<file path="config.mk">
export PLATFORM = sky130hd
export DESIGN_NAME = multi_way_traffic_controller
export DESIGN_NICKNAME = d
export VERILOG_FILES = /design/src/rtl/tlc_pkg.sv /design/src/rtl/tlc_rr_arbiter.sv /design/src/rtl/multi_way_traffic_controller.sv
export SDC_FILE = /design/constraint.sdc
export NUM_CORES = 1
export LEC_CHECK = 0
export ABC_CLOCK_PERIOD_IN_PS = 1950
export CAP_MARGIN = 5
export CORE_ASPECT_RATIO = 1.75
export CORE_MARGIN = 2
export CORE_UTILIZATION = 40
export CTS_BUF_LIST = sky130_fd_sc_hd__clkbuf_4
export CTS_CLUSTER_SIZE = 16
export DETAILED_ROUTE_END_ITERATION = 16
export DONT_BUFFER_PORTS = 1
export SKIP_LAST_GASP = 1
export SYNTH_ARGS = -nofsm -noshare
export SYNTH_HDL_FRONTEND = slang
export SYNTH_HIERARCHICAL = 1
export SYNTH_SLANG_ARGS = --single-unit
export TNS_END_PERCENT = 10
</file>
<file path="constraint.sdc">
create_clock -name clk -period 1.95 [get_ports clk]
set_input_delay 0.585 -clock clk [delete_from_list [all_inputs] [get_ports clk]]
set_output_delay 0.585 -clock clk [all_outputs]
set_load 0.005 [all_outputs]
</file>
<file path="src/rtl/tlc_pkg.sv">
// Shared definitions for the multi-way traffic-light controller.
package tlc_pkg;

  typedef enum logic [1:0] {
    PH_ALLRED = 2'd0,
    PH_GREEN  = 2'd1,
    PH_YELLOW = 2'd2,
    PH_EMERG  = 2'd3
  } phase_t;

  // Direction index width; at least one bit even for two directions.
  function automatic int unsigned dir_w(input int unsigned n);
    return (n <= 2) ? 1 : $clog2(n);
  endfunction

endpackage

</file>
<file path="src/rtl/tlc_rr_arbiter.sv">
// Combinational round-robin picker: first requesting direction after last,
// with last itself checked last; falls back to last+1 when nothing requests.
module tlc_rr_arbiter
  import tlc_pkg::*;
#(
  parameter int unsigned N_DIR = 4
) (
  input  logic [N_DIR-1:0]        req,
  input  logic [dir_w(N_DIR)-1:0] last,
  output logic [dir_w(N_DIR)-1:0] next
);

  localparam int unsigned DIR_W = dir_w(N_DIR);

  logic [31:0] idx;
  logic        found;

  always_comb begin
    next  = DIR_W'((32'(last) + 32'd1) % N_DIR);
    found = 1'b0;
    idx   = '0;
    for (int unsigned i = 1; i <= N_DIR; i++) begin
      idx = (32'(last) + i) % N_DIR;
      if (!found && req[idx[DIR_W-1:0]]) begin
        next  = DIR_W'(idx);
        found = 1'b1;
      end
    end
  end

endmodule

</file>
<file path="src/rtl/multi_way_traffic_controller.sv">
// Timed N-direction traffic-light controller: demand-driven round-robin
// greens, yellow and all-red clearance, and an emergency all-red override.
module multi_way_traffic_controller
  import tlc_pkg::*;
#(
  parameter int unsigned N_DIR     = 4,
  parameter int unsigned CNT_W     = 8,
  parameter int unsigned GREEN_MIN = 10,
  parameter int unsigned GREEN_MAX = 40,
  parameter int unsigned YELLOW_T  = 4,
  parameter int unsigned ALLRED_T  = 2
) (
  input  logic                    clk,
  input  logic                    rst,
  input  logic [N_DIR-1:0]        req,
  input  logic                    emergency,
  output logic [N_DIR-1:0]        green,
  output logic [N_DIR-1:0]        yellow,
  output logic [N_DIR-1:0]        red,
  output logic [dir_w(N_DIR)-1:0] active_dir,
  output logic [1:0]              phase
);

  localparam int unsigned DIR_W = dir_w(N_DIR);

  if (N_DIR < 2 || N_DIR > 8 || GREEN_MIN < 1 || GREEN_MAX < GREEN_MIN ||
      YELLOW_T < 1 || ALLRED_T < 1 || CNT_W < 1 || CNT_W > 31 ||
      (GREEN_MAX >> CNT_W) != 0 || (YELLOW_T >> CNT_W) != 0 ||
      (ALLRED_T >> CNT_W) != 0) begin : g_bad_params
    $error("multi_way_traffic_controller: illegal parameter combination");
  end

  phase_t             phase_q, phase_d;
  logic [DIR_W-1:0]   dir_q, dir_d, arb_next;
  logic [CNT_W-1:0]   timer_q, timer_d;
  logic [N_DIR-1:0]   dir_onehot;
  logic               green_done;

  tlc_rr_arbiter #(.N_DIR(N_DIR)) u_arb (
    .req  (req),
    .last (dir_q),
    .next (arb_next)
  );

  always_ff @(posedge clk) begin
    if (rst) begin
      phase_q <= PH_ALLRED;
      dir_q   <= DIR_W'(N_DIR - 1);
      timer_q <= '0;
    end else begin
      phase_q <= phase_d;
      dir_q   <= dir_d;
      timer_q <= timer_d;
    end
  end

  assign dir_onehot = N_DIR'(1) << dir_q;

  // Green ends at the hard maximum, or after the minimum once another direction waits.
  assign green_done = (timer_q == CNT_W'(GREEN_MAX - 1)) ||
                      ((timer_q >= CNT_W'(GREEN_MIN - 1)) && ((req & ~dir_onehot) != '0));

  always_comb begin
    phase_d = phase_q;
    dir_d   = dir_q;
    timer_d = timer_q + CNT_W'(1);
    if (emergency) begin
      phase_d = PH_EMERG;
      timer_d = '0;
    end else begin
      unique case (phase_q)
        PH_ALLRED: if (timer_q == CNT_W'(ALLRED_T - 1)) begin
          phase_d = PH_GREEN;
          dir_d   = arb_next;
          timer_d = '0;
        end
        PH_GREEN: if (green_done) begin
          phase_d = PH_YELLOW;
          timer_d = '0;
        end
        PH_YELLOW: if (timer_q == CNT_W'(YELLOW_T - 1)) begin
          phase_d = PH_ALLRED;
          timer_d = '0;
        end
        PH_EMERG: begin
          phase_d = PH_ALLRED;
          timer_d = '0;
        end
        default: begin
          phase_d = PH_ALLRED;
          timer_d = '0;
        end
      endcase
    end
  end

  // Moore lamp decode straight from the state registers.
  always_comb begin
    green  = (phase_q == PH_GREEN)  ? dir_onehot : '0;
    yellow = (phase_q == PH_YELLOW) ? dir_onehot : '0;
    red    = ~(green | yellow);
  end

  assign active_dir = dir_q;
  assign phase      = phase_q;

  lamp_exclusive: assert property (@(posedge clk) disable iff (rst)
    $onehot0(green | yellow) && ((green & yellow) == '0));

endmodule

</file>
==> reports/metrics.yaml, run 1 <==
run_status:
  status: "complete, no violations"
place:
  dp_hpwl_um: 1590
  port-buffer-count: 0
  place_ws_ps: 32.4
  placed_cells: 135
  gp_congestion: 0.761
clock_network:
  hold_buffers: 0
  clockRootBuffer: "clkbuf_4"
  clk_pin_slew_ps: 80
  cts_sinks: 12
  cts_tree: "done"
  cts_setup_buffers: 0
  cts_buffers: 3
  clockBufferDepth: 2
  h-tree-depth: 1
  clk_latency_ps: 270
cells_and_area:
  most-common-layout-cells: "nor2_1, nand2_1, dfxtp_1, a2111oi_2, inv_1"
  fillers: 227
  fin_cells: 139
  areaGrowthSynthToFinish_pct: 11.2
  layout.nets: 125
  n_antenna_cell: 0
  mostFrequentLayoutCell: "nor2_1"
  fin_util: 0.463
  drive_gt1_frac: 0.281
synthesis:
  syn_nets: 117
  syn_avg_cell_area_um2: 8.85
  netlist_area_um2: 947
  synth-seq-cells: 12
  yosys_warnings: 6
  synth_cell_types: 37
  netlist_instances: 107
  synth-seq-area-share: 0.254
worst_setup_path:
  path_max_fanout: 9
  cp-end-kind: "register"
  crit_type: "register to register"
  critPathArrivalTime_ps: 2020
  crit_path_start_kind: "register"
  cp.required_ps: 2120
timing:
  setup_violations: 0
  max-slew-margin-rel: 0.584
  slew_viol_final: 0
  setup_ws_ps: 103
  fmax_mhz: 541
  period_share: 0.947
  hold_viol_final: 0
  rsz0062_at_grt: "true"
  tightest_slew_ps: 624
  clock-skew-final_ps: 6.65
  timing.hold.ws_ps: 369
  fin_crit_ps: 1850
power:
  powerDensity_nw_per_um2: 496
  ir_worst_vdd_mv: 0.258
  p_leak_nw: 0.378
detailed_routing:
  drt_iter0_drc: 13
  routed_wirelength_um: 2070
  drt_first_pass_iters: 4
  post-route-drc-count: 0
  wl_per_cell_um: 14.9
  avgViaCountPerCell: 5.97
  ant_nets: 0
  vias: 830
floorplanning:
  fp.dieW_um: 40.8
  dieArea_um2: 2790
  rows: 23
  fp.dieH_um: 68.4
  start_util: 0.417
  core_um2: 2270
  num_io_pins: 23
global_routing:
  grt_pass1_wl_um: 3370
  first_global_vias: 820
  grt_max_degree: 13
  grtUsageTotal: 0.172
  antenna_found_initial: 0
  grt.overflow.total: 0
hold_path:
  worstHoldPathType: "input pin to register"
run:
  cap_viol_max_count: 0
## logic make-up after synthesis
group,synth area share
muxes,0.0436
and+or+nand+nor,0.256
DFF,0.254
buffers and inverters,0.0409
adders and majority gates,0.0396
AOI/OAI and AO/OA,0.301
xor gates and xnor gates,0.0647
## through the flow
step | TNS, ps | power (mW) | instance area (µm²)
after global routing | -33.9 | 0.558 | 1050
after CTS | 0 | 0.524 | 1040
final | 0 | 0.522 | 1050
after floorplan | 0 | 0.355 | 947
after global placement | 0 | 0.368 | 1010
after detailed placement | 0 | 0.369 | 1010
## synth_stat cells, drive strengths merged
| cell | number | share of area |
|---|---|---|
| or4 | 1 | 0.012 |
| or3b | 2 | 0.018 |
| nand2b | 5 | 0.033 |
| buf | 2 | 0.0092 |
| xnor2 | 5 | 0.046 |
| or2 | 1 | 0.0066 |
| o32ai | 1 | 0.017 |
| dfxtp | 12 | 0.25 |
| and3 | 2 | 0.013 |
| nand2 | 9 | 0.036 |
| a2111oi | 9 | 0.14 |
| nor3 | 3 | 0.016 |
| a21oi | 4 | 0.033 |
| o311a | 1 | 0.011 |
| nor2 | 14 | 0.055 |
| nor2b | 1 | 0.0066 |
| a31oi | 2 | 0.013 |
| nand3 | 3 | 0.016 |
| nor4 | 2 | 0.026 |
| xor2 | 2 | 0.018 |
| o221ai | 1 | 0.0092 |
| mux2i | 3 | 0.032 |
| clkbuf | 1 | 0.0040 |
| nand4b | 1 | 0.0092 |
| o211a | 1 | 0.011 |
| o31ai | 2 | 0.030 |
| mux2 | 1 | 0.012 |
| o22ai | 1 | 0.0066 |
| a22oi | 2 | 0.016 |
| inv | 7 | 0.028 |
| o21ai | 2 | 0.018 |
| nor3b | 1 | 0.0079 |
| ha | 3 | 0.040 |
## registers in the layout, indices dropped and copies added, names as in the netlist
| signal | count |
|---|---|
| active_dir | 2 |
| phase | 2 |
| timer_q | 8 |
## area by class of cell
class | count | area [µm²] | share of cell area
Multi-Input combinational cell | 85 | 681 | 0.646
Clock buffer | 3 | 22.5 | 0.0214
Timing Repair Buffer | 6 | 45.0 | 0.0428
Sequential cell | 12 | 244 | 0.232
Inverter | 7 | 26.3 | 0.0249
Clock inverter | 1 | 3.75 | 0.00356
Tap cell | 25 | 31.3 | 0.0297
## critical path, stage by stage, from the launching register on
cell	delay (ps)
dfxtp_1	360
inv_1	70
ha_1	200
or3b_4	400
a21oi_4	190
o31ai_4	150
a2111oi_2	370
## final timing paths
check	cells after the start	start	to	slack, ps
worst max-delay path	6	timer_q[1]	timer_q[4]	100
worst min-delay path	1	rst	timer_q[0]	370
worst max register to register	6	timer_q[1]	timer_q[4]	100
worst min register to register	1	timer_q[0]	timer_q[0]	530
## per-layer routing
| layer | routed length [µm] | part of all wire | vias to the layer above | track usage |
|---|---|---|---|---|
| li1 | - | - | 412 | - |
| met3 | 89 | 0.043 | 2 | 0.0260 |
| met1 | 822 | 0.40 | 390 | 0.179 |
| met2 | 1140 | 0.55 | 26 | 0.322 |
| met5 | 0 | 0 | - | 0 |
| met4 | 12 | 0.0058 | 0 | 0.0500 |
## power by group
| group | switching [mW] | internal (mW) | total [mW] | leakage (nW) |
|---|---|---|---|---|
| Clock | 0.0817 | 0.0740 | 0.156 | 0.0154 |
| Combinational | 0.0581 | 0.0435 | 0.102 | 0.266 |
| Sequential | 0.0122 | 0.253 | 0.265 | 0.0969 |
## timing repair
action,in CTS,in global routing
endpoints found under the setup margin,1,13
pin swaps,1,6
resized for setup,0,6
No activity file was read; power rests on OpenSTA's default activity.
==> run 2, diff against run 1 <==
ABC_CLOCK_PERIOD_IN_PS = 2300   (was 1950)
CORE_ASPECT_RATIO = default   (was 1.75)
CORE_UTILIZATION = 50   (was 40)
SKIP_CTS_REPAIR_TIMING = 1   (was default)
clock period = 2.3 ns   (was 1.95 ns; I/O delays follow)
==> run 2 against run 1 <==
Compared with the run above: critical path depth decreased by 3; via count fell by 3.9%; clock power is 17% lower; clock skew grew 1.9 ps; setup slack improved by 170 ps; cell area shrank 4.0%; sequential share of layout area rose by 0.60 points; combinational power is 23% lower; non-clock buffer count is 3 lower; worst hold slack better by 100 ps; critical path type is now register to output pin; largest power group unchanged.
==> reports/metrics.yaml, run 2 (synthesis results as in run 1) <==
run_status:
  status: "complete, no violations"
timing:
  setup_tns_ps: 0
  setup_violations: 0
  slew_viol_final: 0
  rsz0062_at_grt: "false"
  hold_viol_final: 0
  period_share: 0.881
  max-slew-margin-rel: 0.616
  fin_crit_ps: 2030
  fmax_mhz: 494
  clock-skew-final_ps: 8.55
  tightest_slew_ps: 576
cells_and_area:
  fillers: 167
  largest_register: "timer_q"
  most-common-layout-cells: "nor2_1, dfxtp_1, nand2_1, a2111oi_2, inv_1"
  mostFrequentLayoutCell: "nor2_1"
  fin_cells: 135
  seq_area_um2: 240
  largest_reg_flops: 8
  design_area_um2: 1010
  drive_gt1_frac: 0.209
  multiInputGateArea_um2: 668
  areaGrowthSynthToFinish_pct: 6.74
  n_antenna_cell: 0
  layout.nets: 122
clock_network:
  cts_sinks: 12
  clockRootBuffer: "clkbuf_4"
  clk_pin_slew_ps: 80
  cts_buffers: 3
  h-tree-depth: 1
  clk_latency_ps: 270
  clockBufferDepth: 2
  cts_tree: "done"
global_routing:
  use_met3: 0.0755
  first_global_vias: 712
  grt.overflow.total: 0
  grt_pass1_wl_um: 3110
  use_met2: 0.311
  grtUsageTotal: 0.195
  met1_usage: 0.260
  grt_busiest_layer: "met2"
  grt_max_degree: 13
  antenna_found_initial: 0
floorplanning:
  fp.dieH_um: 47.5
  start_util: 0.543
  fp.dieW_um: 47.5
  rows: 15
  core_um2: 1750
  num_io_pins: 23
  dieArea_um2: 2260
worst_setup_path:
  rr_startpoint: "timer_q[1]"
  crit_path_start_kind: "register"
  cp-end-kind: "output pin"
  path_max_fanout: 7
  cp.required_ps: 1610
  critPathArrivalTime_ps: 1340
  crit_type: "register to output pin"
  startpoint: "phase[1]"
run:
  cap_viol_max_count: 0
place:
  port-buffer-count: 0
  placed_area_um2: 988
  placed_cells: 132
  dp_hpwl_um: 1470
  gp_congestion: 0.760
detailed_routing:
  wl_per_cell_um: 14.4
  vias: 798
  drt_iter0_drc: 23
  avgViaCountPerCell: 5.91
  ant_nets: 0
  drt_first_pass_iters: 4
  routed_wirelength_um: 1940
  post-route-drc-count: 0
power:
  powerDensity_nw_per_um2: 427
  power_uw: 432
  ir_worst_vdd_mv: 0.347
  p_leak_nw: 0.363
hold_path:
  hold_path.startpoint: "rst"
  worstHoldPathType: "input pin to register"
## run 2: area by class of cell
| type | instances | share of cell area |
|---|---|---|
| Multi-Input combinational cell | 85 | 0.661 |
| Timing Repair Buffer | 3 | 0.0223 |
| Tap cell | 25 | 0.0309 |
| Clock buffer | 3 | 0.0223 |
| Inverter | 7 | 0.0260 |
| Sequential cell | 12 | 0.238 |
## run 2: where the power goes
part / total [mW] / switching [mW] / leakage (nW) / internal [mW]
registers: 0.225 / 0.0108 / 0.0976 / 0.214
clock network: 0.129 / 0.0681 / 0.0138 / 0.0606
logic: 0.0783 / 0.0459 / 0.252 / 0.0324
## run 2: layer usage
metal  routed length (µm)  vias to the layer above
met1                  995                      372
met3                  101                        2
met4                    8                        0
li1                     -                      408
met5                    0                        -
met2                  833                       16
## run 2: final timing paths
path | end | slack [ps] | depth (start not counted)
setup / recovery | red[0] | 270 | 3
hold / removal | timer_q[0] | 470 | 1
setup reg to reg | timer_q[6] | 360 | 6
hold reg to reg | timer_q[0] | 530 | 1
## run 2: worst max-delay path, stage by stage (launching register included)
cell and delay (ps):
dfxtp_1 390, nand2b_1 260, nor3_1 300, nor2_1 110
## run 2: stage by stage
stage / hold WS (ps) / utilization / setup slack (ps)
after floorplan: 502 / - / 395
after global placement: 522 / 0.566 / 292
after detailed placement: 526 / 0.566 / 274
after CTS: 470 / 0.579 / 273
after global routing: 465 / 0.579 / 155
final: 470 / 0.579 / 274
==> RTL change 1, RTL diff (settings of run 1) <==
Register the inputs `req` and `emergency` before use, cleared by the reset. The logic sees them one clock later.
--- a/src/rtl/multi_way_traffic_controller.sv
+++ b/src/rtl/multi_way_traffic_controller.sv
@@ -23,6 +23,19 @@
 
   localparam int unsigned DIR_W = dir_w(N_DIR);
 
+  logic [N_DIR-1:0] req_q;
+  logic emergency_q;
+
+  always_ff @(posedge clk) begin
+    if (rst) begin
+      req_q       <= '0;
+      emergency_q <= '0;
+    end else begin
+      req_q       <= req;
+      emergency_q <= emergency;
+    end
+  end
+
   if (N_DIR < 2 || N_DIR > 8 || GREEN_MIN < 1 || GREEN_MAX < GREEN_MIN ||
       YELLOW_T < 1 || ALLRED_T < 1 || CNT_W < 1 || CNT_W > 31 ||
       (GREEN_MAX >> CNT_W) != 0 || (YELLOW_T >> CNT_W) != 0 ||
@@ -37,7 +50,7 @@
   logic               green_done;
 
   tlc_rr_arbiter #(.N_DIR(N_DIR)) u_arb (
-    .req  (req),
+    .req  (req_q),
     .last (dir_q),
     .next (arb_next)
   );
@@ -58,13 +71,13 @@
 
   // Green ends at the hard maximum, or after the minimum once another direction waits.
   assign green_done = (timer_q == CNT_W'(GREEN_MAX - 1)) ||
-                      ((timer_q >= CNT_W'(GREEN_MIN - 1)) && ((req & ~dir_onehot) != '0));
+                      ((timer_q >= CNT_W'(GREEN_MIN - 1)) && ((req_q & ~dir_onehot) != '0));
 
   always_comb begin
     phase_d = phase_q;
     dir_d   = dir_q;
     timer_d = timer_q + CNT_W'(1);
-    if (emergency) begin
+    if (emergency_q) begin
       phase_d = PH_EMERG;
       timer_d = '0;
     end else begin
Formal check against the unedited RTL: not equivalent (Yosys sat finds a counterexample within 4 cycles, from zero or initial values and one cycle with rst high).
==> RTL change 1 against run 1 <==
Register-to-register slack gained 150 ps; cell area grew 11%; die area grew 13%; worst setup slack gained 45 ps; sequential cell count grew 5; via count grew 9.3%; non-clock buffer count shrank 2; final cell count grew 12%; core utilization grew 0.14 points; routed wire length grew 9.7%; synthesized area grew 14%; synthesized cell count grew 16%; largest cell class unchanged.
Power is not compared: it rests on default switching activity, and its combinational part moved more than twofold at a synthesized area within 25%.
==> RTL change 1: results <==
group,metric,value,unit
outcome,status,"finished, final reports clean",
worst_setup_path,ff2ff_setup_slack,250,ps
synthesis,synth_fa_ha_area_frac,0.0348,
worst_setup_path,r2r-end,"timer_q[2]$_SDFF_PP0_",
synthesis,yosysSeqAreaShare,0.316,
synthesis,syn-num-nets,134,
routing,routed_via_density,5.81,
power,p_leak,0.441,nW
clock_tree,clk_pin_slew,100,ps
routing,wl_met1,858,um
worst_setup_path,cp_max_fo,8,
synthesis,synth_area_leaders,"dfxtp_1, nor2_1, nor2b_1, a21oi_1, xnor2_1",
synthesis,synth_compound_area_frac,0.231,
routing,drt_wl_total,2.27,mm
global_route,grt_max_degree,14,
synthesis,muxShareOfSynthArea,0.0209,
placement,place.gp.congestion,0.792,
sta,fin_crit,1800,ps
global_route,grt_usage,0.157,
layout,drive_gt1_frac,0.192,
synthesis,synth_xor_area_frac,0.0569,
power,switching_power,0.482,mW
routing,initialDrtViolationCount,36,
sta,worst_pin_slew,483,ps
global_route,grt_pass1_vias,926,
worst_setup_path,startpoint,"active_dir[0]$_SDFFE_PP1P_",
layout,nNetsFinal,141,
clock_tree,cts_buffer_depth,2,
worst_setup_path,worstPathArrival,1220,ps
synthesis,yosys-top-cells-count,"nor2_1, dfxtp_1, a21oi_1",
worst_setup_path,worstSetupEndpoint,"red[1]",
routing,wl_met3,74,um
global_route,grt_pass1_wl,3.91,mm
synthesis,synth_cell_type_count,41,
placement,dp_hpwl,1.84,mm
sta,fin_skew,1.32,ps
-- RTL change 1: cell types whose count changed after synthesis, moves of 3 or more --
cell and change:
mux2i_1 -3, nor2_1 +4, nand2_1 -4, a2111oi_2 -8
dfxtp_1 +5, a21oi_1 +6, nor2b_1 +7
-- RTL change 1: timing repair --
| item | in CTS | in global routing |
|---|---|---|
| pin swaps | 0 | 0 |
| hold buffers | 0 | 0 |
| buffers inserted | 0 | 0 |
| resized for setup | 3 | 1 |
| endpoints found under the setup margin | 4 | 4 |
-- RTL change 1: stage by stage --
step	std cells	hold slack, ps	instance area (sq um)
after floorplan	124	456	1080
after global placement	152	478	1130
after detailed placement	152	481	1130
after CTS	156	341	1170
after global routing	156	331	1170
final	156	348	1170
-- RTL change 1: routing by layer --
metal,GRT usage,up-vias
met3,0.0149,2
met1,0.160,426
met5,0,-
li1,-,457
met2,0.320,22
met4,0.0404,0
-- RTL change 1: worst min path at each step --
stage / endpoint / cells past startpoint / slack (ps) / start
6_report: phase[1]$_SDFFE_PP0P_ / 1 / 350 / rst
2_1_floorplan: timer_q[0]$_SDFF_PP0_ / 1 / 460 / timer_q[0]$_SDFF_PP0_
4_1_cts: req_q[0]$_SDFF_PP0_ / 1 / 340 / rst
3_3_place_gp: timer_q[0]$_SDFF_PP0_ / 1 / 480 / timer_q[0]$_SDFF_PP0_
3_5_place_dp: timer_q[0]$_SDFF_PP0_ / 1 / 480 / timer_q[0]$_SDFF_PP0_
5_1_grt: req_q[1]$_SDFF_PP0_ / 1 / 330 / rst
-- RTL change 1: area by class of cell --
cell class | count | area [sq um]
repair buffers | 4 | 30.0
multi-input cells | 98 | 712
clock buffers | 3 | 22.5
inverters | 7 | 26.3
clock inverters | 1 | 7.51
flip-flops and latches | 17 | 342
fillers | 266 | 1350
well taps | 26 | 32.5
-- RTL change 1: power by group through the flow --
stage,Sequential (mW),Clock [mW],Combinational (mW)
2_1_floorplan,0.485,0,0.412
3_3_place_gp,0.481,0,0.524
3_5_place_dp,0.486,0,0.536
4_1_cts,0.483,0.200,0.542
5_1_grt,0.498,0.213,0.605
6_report,0.485,0.189,0.537
-- RTL change 1: critical path, stage by stage, from the launching register on --
cell	delay, ps
dfxtp_1	520
nand2b_1	150
nor2_1	180
nor2_1	90
-- RTL change 1: kinds of logic after synthesis --
group	count (synthesis)
AO/OA/AOI/OAI	28
XOR/XNOR	7
adder cells (fa/ha/maj)	3
buffers and inverters	9
flip-flops	17
multiplexers	2
AND/OR/NAND/NOR	58
==> RTL change 2, RTL diff (flow settings as in run 1) <==
Without the edit above. The parameter `CNT_W` goes from 8 to 10.
--- a/src/rtl/multi_way_traffic_controller.sv
+++ b/src/rtl/multi_way_traffic_controller.sv
@@ -4,7 +4,7 @@
   import tlc_pkg::*;
 #(
   parameter int unsigned N_DIR     = 4,
-  parameter int unsigned CNT_W     = 8,
+  parameter int unsigned CNT_W     = 10,
   parameter int unsigned GREEN_MIN = 10,
   parameter int unsigned GREEN_MAX = 40,
   parameter int unsigned YELLOW_T  = 4,
Formal check against the unedited RTL: same outputs for any inputs over 10 cycles, from zero or initial values and one cycle with rst high; that may be too few to reach the edited logic, so the function may still have changed.
==> RTL change 2 against run 1 <==
The flow now finishes with violations (negative setup slack); worst setup slack worse by 240 ps; core utilization is 6.2 points higher; routed wire length is 32% higher; sequential cell count is 2 higher; cell area is 16% higher; power is 10% higher; clock power is 9% higher; synthesized area is 4.6% higher; critical path type unchanged; critical endpoint is now timer_q[9]$_SDFF_PP0_; largest power group unchanged; highest routed layer unchanged.
==> RTL change 2: results <==
group,metric,value,unit
outcome,status,"finished, violations left",
outcome,violations,"negative setup slack",
synthesis,synth_cell_type_count,39,
synthesis,yosysSeqAreaShare,0.283,
placement,dp_slack,-99.7,ps
global_route,use_met2,0.328,
layout,buffers,16,
synthesis,muxShareOfSynthArea,0.0101,
sta,fin_skew,8.60,ps
placement,dp_hpwl,1.87,mm
layout,non_clock_buffer_area_share,0.0982,
power,internal_power,0.410,mW
synthesis,synth_fa_ha_area_frac,0.0379,
sta,finalSetupViolCount,10,
routing,routedWlPerCell,16.7,um
sta,timing.final.ws_setup,-134,ps
layout,num-fill-cells,228,
layout,sh_seq_area,0.231,
clock_tree,clock_latency,290,ps
placement,place.gp.congestion,0.902,
routing,vias,1003,
global_route,grt_pass1_vias,975,
power,power_frac_seq,0.531,
layout,multi_input_area_share,0.605,
synthesis,synth_compound_area_frac,0.163,
global_route,grt_pass1_wl,4.15,mm
power,ir_worst_vdd,0.000254,V
global_route,grt_max_degree,16,
synthesis,synth_xor_area_frac,0.0795,
routing,initialDrtViolationCount,34,
power,clock_net_power,0.170,mW
layout,largest_reg_flops,10,
power,p_leak,0.484,nW
routing,wl_met1,1.03,mm
sta,slew_headroom,0.662,
synthesis,yosys-top-cells-count,"dfxtp_1, nor2_1, nor4_1",
layout,clkCellAreaFrac,0.0184,
layout,multi_input_gates,98,
-- RTL change 2: cell types whose count changed in the layout (fill, tap and decap cells not counted), moves of 3 or more --
cell | before | now
or3_1 | 0 | 3
buf_4 | 6 | 16
nand3_1 | 3 | 6
dfxtp_1 | 9 | 12
a2111oi_2 | 8 | 0
nor3_1 | 1 | 4
xor2_1 | 2 | 5
nor4_1 | 0 | 6
-- RTL change 2: final timing paths --
kind | start | end | cells after the start
worst max-delay path | timer_q[1]$_SDFF_PP0_ | timer_q[9]$_SDFF_PP0_ | 7
worst min-delay path | rst | phase[0]$_SDFFE_PP0P_ | 1
worst max register to register | timer_q[1]$_SDFF_PP0_ | timer_q[9]$_SDFF_PP0_ | 7
worst min register to register | timer_q[0]$_SDFF_PP0_ | timer_q[0]$_SDFF_PP0_ | 2
-- RTL change 2: logic make-up after synthesis --
logic type | Yosys count
simple gates | 64
compound gates | 20
flops | 14
buf+inv | 13
xor+xnor | 9
fa+ha+maj | 3
mux | 1
-- RTL change 2: critical path: stages (launching register included) --
cell,delay [ps]
dfxtp_2,340
inv_2,50
ha_4,150
or3b_4,360
a2111o_1,470
o211ai_4,150
nand2_2,130
a2111oi_4,340
-- RTL change 2: what timing repair did --
item	4_1_cts	5_1_grt
setup endpoints to repair	13	19
hold buffers	0	0
resized for setup	2	12
cloned	0	1
pin swaps	1	4
buffers inserted	1	1
endpoints found under the hold margin	0	0
-- RTL change 2: through the flow --
step | std cells | utilization | area (sq um)
floorplan | 124 | - | 991
CTS | 161 | 0.491 | 1140
global placement | 157 | 0.473 | 1100
finish | 163 | 0.525 | 1220
detailed placement | 157 | 0.473 | 1100
global route | 163 | 0.525 | 1220
